<file path="config.mk">
export PLATFORM = sky130hd
export DESIGN_NAME = spw_credit_ctrl_flat
export DESIGN_NICKNAME = d
export VERILOG_FILES = /design/src/rtl/spw_credit_ctrl_if.sv /design/src/rtl/spw_credit_ctrl.sv /design/src/flat_wrapper.sv
export SDC_FILE = /design/constraint.sdc
export NUM_CORES = 1
export LEC_CHECK = 0
export BUFFER_PORTS_ARGS = -buffer_cell sky130_fd_sc_hd__buf_2
export CORE_AREA = 8 8 68 70
export CTS_BUF_LIST = sky130_fd_sc_hd__clkbuf_2 sky130_fd_sc_hd__clkbuf_4 sky130_fd_sc_hd__clkbuf_8
export DETAILED_ROUTE_END_ITERATION = 7
export DIE_AREA = 0 0 76 78
export PLACE_DENSITY = 0.73
export SLEW_MARGIN = 5
export SYNTH_ARGS = -nofsm -noshare
export SYNTH_HDL_FRONTEND = slang
export SYNTH_SLANG_ARGS = --single-unit
</file>
<file path="constraint.sdc">
create_clock -name pclk -period 5.3 [get_ports pclk]
set_input_delay 1.325 -clock pclk [delete_from_list [all_inputs] [get_ports pclk]]
set_output_delay 1.325 -clock pclk [all_outputs]
set_load 0.1 [all_outputs]
</file>
<file path="src/rtl/spw_credit_ctrl_if.sv">
// Link-side signal bundle of the SpaceWire flow-control credit controller.
// master = link FSM/transceiver side, slave = credit controller.
interface spw_credit_ctrl_if;
    logic [5:0] fsm_state;
    logic       rx_got_fct;
    logic       rx_got_nchar;
    logic       tx_nchar_sent;
    logic       tx_fct_sent;
    logic [6:0] rx_fifo_free;
    logic [5:0] tx_credit;
    logic       tx_credit_ok;
    logic [5:0] rx_credit;
    logic       send_fct_req;
    logic       credit_error;

    modport master (
        output fsm_state, rx_got_fct, rx_got_nchar, tx_nchar_sent, tx_fct_sent, rx_fifo_free,
        input  tx_credit, tx_credit_ok, rx_credit, send_fct_req, credit_error
    );

    modport slave (
        input  fsm_state, rx_got_fct, rx_got_nchar, tx_nchar_sent, tx_fct_sent, rx_fifo_free,
        output tx_credit, tx_credit_ok, rx_credit, send_fct_req, credit_error
    );
endinterface

</file>
<file path="src/rtl/spw_credit_ctrl.sv">
// SpaceWire flow-control credit tracking: outgoing (tx) and incoming (rx) N-char
// credit counters, FCT request generation and credit error detection.
module spw_credit_ctrl #(
    parameter int unsigned FCT_CREDIT = 8,
    parameter int unsigned MAX_CREDIT = 56
) (
    input logic              pclk,
    input logic              reset,
    spw_credit_ctrl_if.slave bus
);

    localparam int unsigned CW = 6;
    localparam int unsigned SW = 8;
    localparam int unsigned RW = 7;
    localparam logic [5:0] ST_CONNECTING = 6'b00_1000;
    localparam logic [5:0] ST_RUN        = 6'b01_0000;

    logic [CW-1:0] tx_credit_q, tx_credit_d, tx_credit_upd;
    logic [CW-1:0] rx_credit_q, rx_credit_d, rx_credit_upd;
    logic          send_fct_req_q, send_fct_req_d;
    logic          credit_error_q, credit_error_d;
    logic          active, tx_err, rx_err;
    logic [SW-1:0] tx_sum, rx_sum;
    logic [RW-1:0] rx_next_plus;

    assign active = (bus.fsm_state == ST_CONNECTING) || (bus.fsm_state == ST_RUN);

    // Net result of a same-cycle FCT grant and single-char consume.
    assign tx_sum = SW'(tx_credit_q) + SW'(FCT_CREDIT) - SW'(bus.tx_nchar_sent);
    assign rx_sum = SW'(rx_credit_q) + SW'(FCT_CREDIT) - SW'(bus.rx_got_nchar);

    // Transmit credit: an over-limit FCT is discarded and flagged, the decrement still applies.
    always_comb begin
        tx_credit_upd = tx_credit_q;
        tx_err        = 1'b0;
        if (bus.rx_got_fct) begin
            if (tx_sum > SW'(MAX_CREDIT)) begin
                tx_err = 1'b1;
                if (bus.tx_nchar_sent) begin
                    tx_credit_upd = tx_credit_q - CW'(1);
                end
            end else begin
                tx_credit_upd = CW'(tx_sum);
            end
        end else if (bus.tx_nchar_sent && (tx_credit_q != '0)) begin
            tx_credit_upd = tx_credit_q - CW'(1);
        end
    end

    // Receive credit: an over-limit FCT send is silently dropped; N-char with no credit is an error.
    always_comb begin
        rx_credit_upd = rx_credit_q;
        rx_err        = 1'b0;
        if (bus.tx_fct_sent && (rx_sum <= SW'(MAX_CREDIT))) begin
            rx_credit_upd = CW'(rx_sum);
        end else if (bus.rx_got_nchar) begin
            if (rx_credit_q == '0) begin
                rx_err = 1'b1;
            end else begin
                rx_credit_upd = rx_credit_q - CW'(1);
            end
        end
    end

    assign rx_next_plus = RW'(rx_credit_upd) + RW'(FCT_CREDIT);

    // Next register values; everything collapses to zero outside connecting/run.
    always_comb begin
        tx_credit_d    = '0;
        rx_credit_d    = '0;
        send_fct_req_d = 1'b0;
        credit_error_d = 1'b0;
        if (active) begin
            tx_credit_d    = tx_credit_upd;
            rx_credit_d    = rx_credit_upd;
            credit_error_d = tx_err || rx_err;
            send_fct_req_d = !bus.tx_fct_sent
                          && (rx_next_plus <= RW'(MAX_CREDIT))
                          && (bus.rx_fifo_free >= rx_next_plus);
        end
    end

    always_ff @(posedge pclk) begin
        if (reset) begin
            tx_credit_q    <= '0;
            rx_credit_q    <= '0;
            send_fct_req_q <= 1'b0;
            credit_error_q <= 1'b0;
        end else begin
            tx_credit_q    <= tx_credit_d;
            rx_credit_q    <= rx_credit_d;
            send_fct_req_q <= send_fct_req_d;
            credit_error_q <= credit_error_d;
        end
    end

    assign bus.tx_credit    = tx_credit_q;
    assign bus.tx_credit_ok = (tx_credit_q != '0);
    assign bus.rx_credit    = rx_credit_q;
    assign bus.send_fct_req = send_fct_req_q;
    assign bus.credit_error = credit_error_q;

endmodule

</file>
<file path="src/flat_wrapper.sv">
// flat-port wrapper written by rule: the top's interface ports become plain ports
module spw_credit_ctrl_flat 
#(
    parameter int unsigned FCT_CREDIT = 8,
    parameter int unsigned MAX_CREDIT = 56
)
  (pclk, reset, bus_fsm_state, bus_rx_got_fct, bus_rx_got_nchar, bus_tx_nchar_sent, bus_tx_fct_sent, bus_rx_fifo_free, bus_tx_credit, bus_tx_credit_ok, bus_rx_credit, bus_send_fct_req, bus_credit_error);
  spw_credit_ctrl_if bus_i ();
  input logic pclk;
  input logic reset;
  input wire logic [$bits(bus_i.fsm_state)-1:0] bus_fsm_state;
  input wire logic [$bits(bus_i.rx_got_fct)-1:0] bus_rx_got_fct;
  input wire logic [$bits(bus_i.rx_got_nchar)-1:0] bus_rx_got_nchar;
  input wire logic [$bits(bus_i.tx_nchar_sent)-1:0] bus_tx_nchar_sent;
  input wire logic [$bits(bus_i.tx_fct_sent)-1:0] bus_tx_fct_sent;
  input wire logic [$bits(bus_i.rx_fifo_free)-1:0] bus_rx_fifo_free;
  output wire logic [$bits(bus_i.tx_credit)-1:0] bus_tx_credit;
  output wire logic [$bits(bus_i.tx_credit_ok)-1:0] bus_tx_credit_ok;
  output wire logic [$bits(bus_i.rx_credit)-1:0] bus_rx_credit;
  output wire logic [$bits(bus_i.send_fct_req)-1:0] bus_send_fct_req;
  output wire logic [$bits(bus_i.credit_error)-1:0] bus_credit_error;
  assign bus_i.fsm_state = bus_fsm_state;
  assign bus_i.rx_got_fct = bus_rx_got_fct;
  assign bus_i.rx_got_nchar = bus_rx_got_nchar;
  assign bus_i.tx_nchar_sent = bus_tx_nchar_sent;
  assign bus_i.tx_fct_sent = bus_tx_fct_sent;
  assign bus_i.rx_fifo_free = bus_rx_fifo_free;
  assign bus_tx_credit = bus_i.tx_credit;
  assign bus_tx_credit_ok = bus_i.tx_credit_ok;
  assign bus_rx_credit = bus_i.rx_credit;
  assign bus_send_fct_req = bus_i.send_fct_req;
  assign bus_credit_error = bus_i.credit_error;
  spw_credit_ctrl #(.FCT_CREDIT(FCT_CREDIT), .MAX_CREDIT(MAX_CREDIT)) u_core (.pclk(pclk), .reset(reset), .bus(bus_i));
endmodule
</file>
Yosys cells after proc, flatten, opt, wreduce, memory -nomap -nowiden
Cells that the tools add are included.
Widths: inputs -> output; s select.
{ "totals": {"register_bits": 14, "word_cells": 43} }
{ "op_classes": {"add_sub_neg": 7, "n_eq_ne": 3, "n_reduce_logical": 12, "mux": 12, "n_bitwise": 1, "n_lt_le_gt_ge": 4} }
{ "ops": {"columns": ["op", "count"], "rows": [
  ["$mux 6", 7],
  ["$add 6x4->7 const B", 3],
  ["$sub 8x1->8", 2],
  ["$sub 6x1->6 const B", 2],
  ["$gt 8x6->1 const B", 1],
  ["$le 8x6->1 const B", 1],
  ["$ge 7x7->1", 1],
  ["$le 7x6->1 const B", 1],
  ["$eq 6x4->1 const B", 1],
  ["$eq 6x5->1 const B", 1],
  ["$logic_not 6->1", 1],
  ["$reduce_bool 6->1", 1],
  ["$mux 1", 5],
  ["$logic_and 1x1->1", 4],
  ["$ne 3x3->1 const B", 1],
  ["$logic_or 1x1->1", 2],
  ["$reduce_and 2->1", 1],
  ["$reduce_bool 2->1", 1],
  ["$reduce_or 2->1", 1],
  ["$logic_not 1->1", 1],
  ["$not 1->1", 1]
]} }

Depth between registers and ports, before layout
Gate-level depths: netlist of the first run.
{ "depth": {"depth_word": 9, "ltp_mapped": 16, "ltp_nobuf": 15} }

Worst setup path before layout of the first run
OpenSTA, ideal clock, no wires.
{ "synth_timing": {"path_type": "register to register", "start": "reg u_core.rx_credit_q[4], in the netlist u_core.bus.rx_credit[4]", "end": "reg u_core.send_fct_req_q, in the netlist u_core.bus.send_fct_req", "n_path_buf": 1, "arrival_time_ns": 4.185, "slack_ns": 1.028, "setup_time_ns": 0.087, "stages_incl_launch_ff": 15, "path_cell_list": "dfxtp_1 -> inv_1 -> ha_1 -> nand4bb_1 -> mux2i_1 -> a311oi_2 -> nand3_2 -> buf_6 -> mux2i_1 -> ha_1 -> ha_1 -> and3_1 -> nand3_1 -> and3_1 -> o31ai_1"} }
{ "synth_via": {"elab_chain_len": 9, "elab_cells_between_ends": 14, "classes_between": "add/sub (4); order compare (3); mux (3); reduce/logical (4)"} }
{ "synth_lines": {"columns": ["item", "line_no", "rtl"], "rows": [
  ["start: declaration", "spw_credit_ctrl.sv:19", "logic [CW-1:0] rx_credit_q, rx_credit_d, rx_credit_upd;"],
  ["start signal: assignment", "spw_credit_ctrl.sv:91", "rx_credit_q <= rx_credit_d;"],
  ["$add 6x4->7", "spw_credit_ctrl.sv:30", "assign rx_sum = SW'(rx_credit_q) + SW'(FCT_CREDIT) - SW'(bus.rx_got_nchar);"],
  ["$sub 8x1->8", "spw_credit_ctrl.sv:30", null],
  ["$le 8x6->1", "spw_credit_ctrl.sv:54", "if (bus.tx_fct_sent && (rx_sum <= SW'(MAX_CREDIT))) begin"],
  ["$logic_and 1x1->1", "spw_credit_ctrl.sv:54", null],
  ["$mux 6 (*)", "spw_credit_ctrl.sv:54", null],
  ["named net u_core.rx_credit_upd[4]", "spw_credit_ctrl.sv:19", null],
  ["$add 6x4->7 (*)", "spw_credit_ctrl.sv:65", "assign rx_next_plus = RW'(rx_credit_upd) + RW'(FCT_CREDIT);"],
  ["$le 7x6->1", "spw_credit_ctrl.sv:78", "&& (rx_next_plus <= RW'(MAX_CREDIT))"],
  ["$logic_and 1x1->1", "spw_credit_ctrl.sv:78", null],
  ["$logic_and 1x1->1 (*)", "spw_credit_ctrl.sv:79", "&& (bus.rx_fifo_free >= rx_next_plus);"],
  ["end signal: assignment", "spw_credit_ctrl.sv:92", "send_fct_req_q <= send_fct_req_d;"],
  ["end: declaration", "spw_credit_ctrl.sv:20", "logic send_fct_req_q, send_fct_req_d;"]
]} }
The timed path passes the listed nets; every way through them passes the cells marked *.
A chain may end at the register's enable or synchronous reset.

Final worst setup path of the first run
{ "layout_timing": {"start": "in bus_rx_got_nchar", "end": "reg u_core.send_fct_req_q, in the netlist u_core.bus.send_fct_req"} }
{ "layout_via": {"elab_chain_len": 8, "elab_cells_between_ends": 10, "classes_between": "add/sub (2); order compare (3); mux (2); reduce/logical (3)"} }
{ "layout_lines": {"columns": ["item", "line_no", "rtl"], "rows": [
  ["start: declaration", "flat_wrapper.sv:13", "input wire logic [$bits(bus_i.rx_got_nchar)-1:0] bus_rx_got_nchar;"],
  ["$sub 8x1->8", "spw_credit_ctrl.sv:30", null],
  ["$le 8x6->1", "spw_credit_ctrl.sv:54", null],
  ["$logic_and 1x1->1", "spw_credit_ctrl.sv:54", null],
  ["$mux 6 (*)", "spw_credit_ctrl.sv:54", null],
  ["$add 6x4->7 (*)", "spw_credit_ctrl.sv:65", null],
  ["$le 7x6->1", "spw_credit_ctrl.sv:78", null],
  ["$logic_and 1x1->1", "spw_credit_ctrl.sv:78", null],
  ["$logic_and 1x1->1 (*)", "spw_credit_ctrl.sv:79", null]
]} }
Mark *: on every way between the ends. The rest lies on a longest branch, timed or not.

==> run metrics, run 1 <==
Placer Congestion=0.8537; vias in the first global route=1571; final cell count without fillers=292; Post-Route WL=4045 um; max-slew violations=0; synth warn=0; worst hold path depth=2; worst reg2reg endpoint=u_core.bus.send_fct_req; total grt overflow=0; Netlist cell types=63; row cnt=22; Comb pwr share=24.3%; most common cell after layout, fill and taps aside=buf_2; Routed Antenna Nets=0; RR Startpoint=u_core.bus.rx_credit[3]; Cell Area, Synth=0.001785 mm^2; worst-path fanout max=13; global-route wire length before repair=6755 um; Primary FF master, synth=dfxtp_1; Worst slew margin=64.26%; gr usage total=13.22%; power share of the sequential group=43.4%; synthesized flop and latch total=14; Max Clock Skew=0.006828 ns; I/O pins=34; Sw Ratio=29.39%; critical path required time=5.47 ns; Pre-antenna DRT Iters=4; cts bufs inserted=3; Worst setup SP type=input port; hold worst-path end=u_core.bus.tx_credit[5]; clock-pin slew on the worst setup and hold paths=0.09 ns; count of input and output buffers=33; H-tree depth=1; post-DR wirelength/cell=13.85 um; status=finished clean; hold-fix buffers at CTS=0; internal power=0.1730 mW; hold path start=u_core.bus.tx_credit[5]; post-CTS sizing=0; nets=286; Via Count=1608; final worst-path cycle share=83.84%; largest net degree at the start of global routing=18; RSZ-0062 raised after global routing=false; Worst setup startpoint=bus_rx_got_nchar; Residual DRC=0; maxcap violations=0; post-layout min period=4.444 ns; flop2flop setup slack=1.16 ns; dpl cells=288; Design Area, Final=0.001988 mm^2; synthesized area per cell=8.343 um^2; Worst setup EP type=flop; clk_lat worst skew=0.28 ns; postcts setup bufs=0; Mapped Cells=214; Starting DRT DRC Count=81; final setup violating endpoints=0; # diodes=0; dpl hpwl=3226 um; Die Ht=78 um; final hold vios=0; worst hold path type=flop to flop; Post-Place Worst Slack=0.5607 ns; Cell Pwr Density=123.2 mW/mm^2; P&R area growth vs syn=11.35%; Setup TNS Final=0 ns; initial antenna violation count=0; Synth async-reset ratio=0%; Area after DPL=0.001952 mm^2; vias per inst=5.507; Syn Nets=255; Post-synth EDFFs=0; Crit Path Category=input port to flop; switching pwr=0.07202 mW; leakage=0.9388 nW; filler instances=335; Die X=76 um; Worst-Margin Slew=0.5325 ns; Peak VDD IR=0.08028 mV; layout cells sized above 1=21.72%; Util after Layout=55.99%; Core Area=0.003551 mm^2; Fmax=0.2250 GHz; Num Clock Sinks=14; CTS root buffer=clkbuf_4; CTS tree=done; clock share of power=32.3%; Clock Path Buffers=2; sequential share of the synthesized area=15.70%; most frequent cells in the layout=33 x buf_2, 22 x ha_1, 18 x nand2_1, 15 x inv_1, 14 x dfxtp_1; Starting Density=50.28%; Setup WS post-layout=0.8565 ns; Data arrival, critical path=4.61 ns; worst reg2reg path depth=14; die area=0.005928 mm^2
power groups by stage:
stage | logic (mW) | clock network [mW] | registers [mW]
finish | 0.0595 | 0.0790 | 0.106
global route | 0.0655 | 0.0856 | 0.107
CTS | 0.0594 | 0.0817 | 0.106
detailed placement | 0.0591 | 0 | 0.109
global placement | 0.0583 | 0 | 0.109
floorplan | 0.0408 | 0 | 0.112
metal layers:
metal | routed length [um] | part of all wire, % | vias up | track usage, %
li1 | - | - | 838 | -
met1 | 1991 | 49 | 732 | 16.22
met2 | 1834 | 45 | 32 | 22.62
met3 | 146 | 3.6 | 6 | 2.304
met4 | 73 | 1.8 | 0 | 4.510
met5 | 0 | 0 | - | 0
metrics by stage:
stage	hold slack, ns	total power [mW]
2_1_floorplan	0.9341	0.1527
3_3_place_gp	0.5374	0.1671
3_5_place_dp	0.5511	0.1679
4_1_cts	0.5656	0.2475
5_1_grt	0.5946	0.2576
6_report	0.5592	0.2450
sequential cells by signal (all words and copies together), names as in the netlist:
name                     count
u_core.bus.send_fct_req      1
u_core.bus.rx_credit         6
u_core.bus.tx_credit         6
u_core.bus.credit_error      1
critical path, stage by stage:
cell	delay [ns]
buf_2	0.14
ha_1	0.19
ha_1	0.25
nand4bb_1	0.17
mux2i_1	0.17
a311oi_2	0.41
nand3_2	0.32
or3_1	0.46
a21oi_1	0.19
inv_1	0.07
ha_1	0.20
or2_2	0.29
nor2b_1	0.13
a311oi_1	0.21
o31ai_1	0.10
layout make-up:
| class | count | area, um^2 | area share (%) |
|---|---|---|---|
| clock buffers | 4 | 36.28 | 1.825 |
| multi-input cells | 176 | 1379 | 69.35 |
| inverters | 16 | 60.06 | 3.021 |
| repair buffers | 34 | 172.7 | 8.685 |
| flip-flops and latches | 14 | 280.3 | 14.10 |
| well taps | 48 | 60.06 | 3.021 |
synth_stat cells (3+ instances only):
cell type   n  area, um^2
nand2_1    18       67.56
nor4_1      3       18.77
nand3_1     3       15.01
nand2b_1    4       25.02
nor3_1      6       30.03
and2_1      6       37.54
and3_1      3       18.77
nor2b_1     6       37.54
ha_1       22       275.3
xnor2_1     7       61.31
a21oi_1     8       40.04
inv_1      15       56.30
mux2i_1    12       120.1
nor2_1     13       48.80
dfxtp_1    14       280.3
o21ai_0     4       20.02
buf_6       4       45.04
o211a_1     4       40.04
xor2_1      3       26.28
worst max path at each step:
stage	endpoint	cells after the start	slack [ns]
after global placement	u_core.bus.send_fct_req	15	0.71
after CTS	u_core.bus.send_fct_req	15	0.87
after floorplan	u_core.bus.send_fct_req	14	1.03
after detailed placement	u_core.bus.send_fct_req	15	0.56
final	u_core.bus.send_fct_req	15	0.86
after global routing	u_core.bus.send_fct_req	15	0.64
cells by family after synthesis:
logic type	Yosys count	share of synthesized area (%)
multiplexers	14	8.620
flip-flops	14	15.70
adder cells (fa/ha/maj)	22	15.42
buffers and inverters	24	7.077
AO/OA/AOI/OAI	47	20.32
AND/OR/NAND/NOR	82	26.63
XOR/XNOR	11	6.237
Note: power is estimated with default switching activity, not from simulation.
==> run 2, diff against run 1 <==
- ABC_AREA: unset -> 1
- CORE_AREA: 8 8 68 70 -> 8 8 66 68
- DIE_AREA: 0 0 76 78 -> 0 0 74 76
- PLACE_DENSITY: 0.73 -> 0.75
- clock period: 5.3 -> 3.7 ns (I/O delays scaled with it)
==> run metrics, run 2 <==
status=finished clean; Worst slew margin=67.32%; layout cells sized above 1=22.18%; compound-cell area share of the yosys netlist=13.56%; leakage=1.059 nW; Num Clock Sinks=14; Post-Synth XOR/XNOR Area=4.798%; Worst setup SP type=input port; Top delay family on crit path=adder cells; largest net degree at the start of global routing=11; total power=0.3721 mW; Post-synth EDFFs=0; maxcap violations=0; die area=0.005624 mm^2; Cell Area, Synth=0.001643 mm^2; nets=335; Peak VDD IR=0.09619 mV; worst reg2reg endpoint=u_core.bus.send_fct_req; main combinational cell family by area after synthesis=simple AND/OR/NAND/NOR gates; synth warn=0; Pre-antenna DRT Iters=4; CP endpoint=u_core.bus.send_fct_req; filler instances=376; count of input and output buffers=33; Util after Layout=55.89%; Setup WS post-layout=0.4625 ns; post-layout min period=3.237 ns; leading area contributor after synthesis=dfxtp_1; Cell Pwr Density=193.5 mW/mm^2; Worst-Margin Slew=0.4869 ns; post-CTS sizing=0; Fmax=0.3089 GHz; Starting DRT DRC Count=26; final setup violating endpoints=0; Residual DRC=0; Yosys top cell area share=17.06%; worst reg2reg path depth=17; I/O pins=34; Max Clock Skew=0.008331 ns; Design Area, Final=0.001923 mm^2; Starting Density=47.75%; Core Area=0.003441 mm^2; Worst setup EP type=flop; vias per inst=4.918; worst hold path type=flop to flop; gr usage total=14.00%; Primary FF master, synth=dfxtp_1; worst-path fanout max=9; most common cell after layout, fill and taps aside=nand2_1; total grt overflow=0; Via Count=1677; final cell count without fillers=341; Post-Route WL=3784 um; synthesized flop and latch total=14; initial antenna violation count=0; Worst Path Buf+Inv=2; multiplexer share of the synthesized area=0%; Placer Congestion=0.8236; # diodes=0; hold-fix buffers at CTS=0; Setup TNS Final=0 ns; Routed Antenna Nets=0; Syn Nets=294; Synth area leaders=dfxtp_1 17%, ha_1 17%, nand2_1 14%; Mapped Cells=253; row cnt=22; most used cell, CP=ha_1; H-tree depth=1; cell with the most instances after synthesis=nand2_1; dpl cells=337; FF/Latch Area=280.3 um^2; Max stage delay on crit path=0.31 ns; CTS tree=done; postcts setup bufs=0; RSZ-0062 raised after global routing=false; Die X=74 um; Die Ht=76 um; final worst-path cycle share=87.50%; Worst setup startpoint=bus_rx_got_nchar; Area after DPL=0.001887 mm^2; dpl hpwl=3226 um; Multi-input gate area=0.001186 mm^2; sequential share of the synthesized area=17.06%; worst hold path depth=2; Post-Place Worst Slack=0.1824 ns; worst hold margin=0.5334 ns; final hold vios=0; flop2flop setup slack=0.79 ns; Data arrival, critical path=3.42 ns; P&R area growth vs syn=17.06%; critical path required time=3.89 ns; top post-synthesis cells by count=61 x nand2_1, 41 x inv_1, 22 x ha_1; CP max-delay cell=ha_1; Netlist cell types=36; clk_lat worst skew=0.28 ns; Clock Path Buffers=2; Synth async-reset ratio=0%; vias in the first global route=1616; most frequent cells in the layout=61 x nand2_1, 41 x inv_1, 33 x buf_2, 22 x ha_1, 20 x nor2_1; clock-pin slew on the worst setup and hold paths=0.09 ns; max-slew violations=0; CP cell instances=buf_2 > ha_1 > ha_1 > nand2_1 > nor2_2 > nand3_1 > a21oi_4 > nand3_2 > o21ai_2 > inv_1 > ha_1 > ha_1 > a21oi_1 > nand2_1 > nand2_1 > a21oi_2; RR Startpoint=u_core.bus.rx_credit[0]; Post-Synth Adder-Cell Area=16.76%; CTS root buffer=clkbuf_4; simple-gate share of the synthesized area=37.09%; Levels on crit path=16; post-DR wirelength/cell=11.10 um; cts bufs inserted=3; synthesized area per cell=6.493 um^2; Crit Path Category=input port to flop; global-route wire length before repair=6575 um
run 2: cell types whose count changed in the layout (fill, tap and decap cells not counted), moves of 6 or more:
cell,change
and2_1,-6
inv_1,+26
mux2i_1,-12
nand2_1,+43
nand3_1,+15
nor2_1,+7
nor2b_1,-6
o21ai_0,+6
xnor2_1,-6
run 2: worst min path at each step:
stage | from | slack, ns | to
floorplan | u_core.bus.tx_credit[4] | 0.94 | u_core.bus.tx_credit[4]
global placement | u_core.bus.tx_credit[4] | 0.51 | u_core.bus.tx_credit[4]
detailed placement | u_core.bus.tx_credit[4] | 0.52 | u_core.bus.tx_credit[4]
CTS | u_core.bus.tx_credit[4] | 0.54 | u_core.bus.tx_credit[4]
global route | u_core.bus.tx_credit[4] | 0.55 | u_core.bus.tx_credit[4]
finish | u_core.bus.tx_credit[4] | 0.53 | u_core.bus.tx_credit[4]
run 2: logic make-up after synthesis:
logic type,after synthesis
and+or+nand+nor,128
buffers and inverters,45
AOI/OAI and AO/OA,35
adders and majority gates,22
DFF,14
xor gates and xnor gates,9
run 2: final cells by class:
cell class                 instances  area share, %
clock buffer                       4          1.887
multi-input combinational        194          61.68
timing repair buffer              37          10.15
tap                               48          3.123
inverter                          44          8.588
sequential                        14          14.57
run 2: routing by layer:
metal	global-route usage (%)	routed length, um	vias up
li1	-	-	892
met1	14.55	1598	758
met4	4.600	44	0
met3	1.842	99	4
met2	26.85	2042	23
met5	0	0	-
run 2: tightest hold or removal path: stages (launching register included):
cell and delay [ns]:
dfxtp_1 0.36, nand2_1 0.08, a21oi_1 0.06
run 2: power by group:
part	switching (mW)	internal [mW]	leakage (nW)	total (mW)
sequential	0.00113	0.151	0.113	0.152
clock	0.0512	0.0598	0.0210	0.111
combinational	0.0666	0.0420	0.925	0.109
==> run 3, diff against run 2 <==
- CORE_AREA: 8 8 66 68 -> 8 8 67 69
- CTS_BUF_LIST: sky130_fd_sc_hd__clkbuf_2 sky130_fd_sc_hd__clkbuf_4 sky130_fd_sc_hd__clkbuf_8 -> sky130_fd_sc_hd__clkbuf_16
- DIE_AREA: 0 0 74 76 -> 0 0 75 77
- PLACE_DENSITY: 0.75 -> 0.74
==> run metrics, run 3 (synthesized netlist as in run 2, its figures left out) <==
Worst-Margin Slew=0.4895 ns; final worst-path cycle share=89.92%; vias in the first global route=1643; global-route wire length before repair=6610 um; Worst setup SP type=input port; gr usage total=14.21%; dpl cells=336; Post-Route WL=3851 um; Core Area=0.003496 mm^2; Area after DPL=0.001879 mm^2; met2 WL post-DR=2049 um; RSZ-0062 raised after global routing=false; Die Ht=77 um; status=finished clean; worst-path fanout max=12; dpl hpwl=3256 um; Residual DRC=0; total power=0.4720 mW; Highest Signal Layer=met4; row cnt=22; most frequent cells in the layout=61 x nand2_1, 41 x inv_1, 33 x buf_2, 22 x ha_1, 20 x nor2_1; vias per inst=4.912; Crit Path Category=input port to flop; most common cell after layout, fill and taps aside=nand2_1; FF/Latch Area=280.3 um^2; Die X=75 um; post-layout min period=3.327 ns; P&R area growth vs syn=19.19%; maxcap violations=0; max-slew violations=0; clock-pin slew on the worst setup and hold paths=0.05 ns; Pre-antenna DRT Iters=4; Starting DRT DRC Count=70; Peak VDD IR=0.2524 mV; total grt overflow=0; Setup WS post-layout=0.3729 ns; Worst setup EP type=flop; initial antenna violation count=0; CTS root buffer=clkbuf_16; Post-Place Worst Slack=0.1019 ns; die area=0.005775 mm^2; worst hold path type=flop to flop; final cell count without fillers=340; Via Count=1670; Multi-input gate area=0.001186 mm^2; Worst slew margin=67.59%; worst hold margin=0.5218 ns; CTS tree=done; Starting Density=46.99%; I/O pins=34; postcts setup bufs=0; post-CTS sizing=0; Data arrival, critical path=3.47 ns; Clock Path Buffers=2; clk_lat worst skew=0.25 ns; largest net degree at the start of global routing=13; final hold vios=0; H-tree depth=1; filler instances=365; # diodes=0; nets=334; cts bufs inserted=3; Placer Congestion=0.8164; leakage=1.071 nW; post-DR wirelength/cell=11.33 um; Setup TNS Final=0 ns; count of input and output buffers=33; Util after Layout=56.01%; hold-fix buffers at CTS=0; final setup violating endpoints=0; met3 wire length=126 um; layout cells sized above 1=21.58%; critical path required time=3.84 ns; Routed Antenna Nets=0; Max Clock Skew=0.005580 ns; Fmax=0.3006 GHz; Cell Pwr Density=241.0 mW/mm^2; Num Clock Sinks=14; WL met1=1615 um; Design Area, Final=0.001958 mm^2
## run 3: cell count changes in the layout (fill, tap and decap cells not counted)
| cell | change |
|---|---|
| buf_4 | -1 |
| clkbuf_4 | -3 |
| clkinv_1 | +1 |
| clkbuf_8 | -1 |
| clkbuf_16 | +3 |
## run 3: worst paths after layout
path	slack [ns]	endpoint	cells after the start	from
setup / recovery	0.37	u_core.bus.send_fct_req	16	bus_rx_got_nchar
hold / removal	0.52	u_core.bus.tx_credit[4]	2	u_core.bus.tx_credit[4]
setup reg to reg	0.74	u_core.bus.send_fct_req	17	u_core.bus.rx_credit[0]
hold reg to reg	0.52	u_core.bus.tx_credit[4]	2	u_core.bus.tx_credit[4]
## run 3: layer usage
metal,global-route usage [%],up-vias
met5,0,-
met4,6.275,0
met3,3.381,6
met2,25.52,24
met1,14.73,749
li1,-,891
## run 3: worst max-delay path, stage by stage
cell and delay (ns):
buf_2 0.14, ha_1 0.19, ha_1 0.19, nand2_1 0.08, nor2_2 0.10, nand3_1 0.14, a21oi_4 0.19, nand3_2 0.26
o21ai_2 0.22, inv_1 0.08, ha_1 0.32, ha_1 0.30, a21oi_1 0.15, nand2_1 0.06, nand2_1 0.07, a21oi_2 0.05
## run 3: area by class of cell
type	count	share of cell area (%)
Multi-Input combinational cell	194	60.58
Sequential cell	14	14.31
Timing Repair Buffer	36	9.585
Inverter	44	8.434
Clock buffer	3	3.834
Tap cell	48	3.067
Clock inverter	1	0.1917
## run 3: power breakdown
part	switching, mW	leakage, nW	internal (mW)
logic	0.0672	0.920	0.0416
clock network	0.0669	0.0385	0.143
registers	0.00112	0.113	0.152
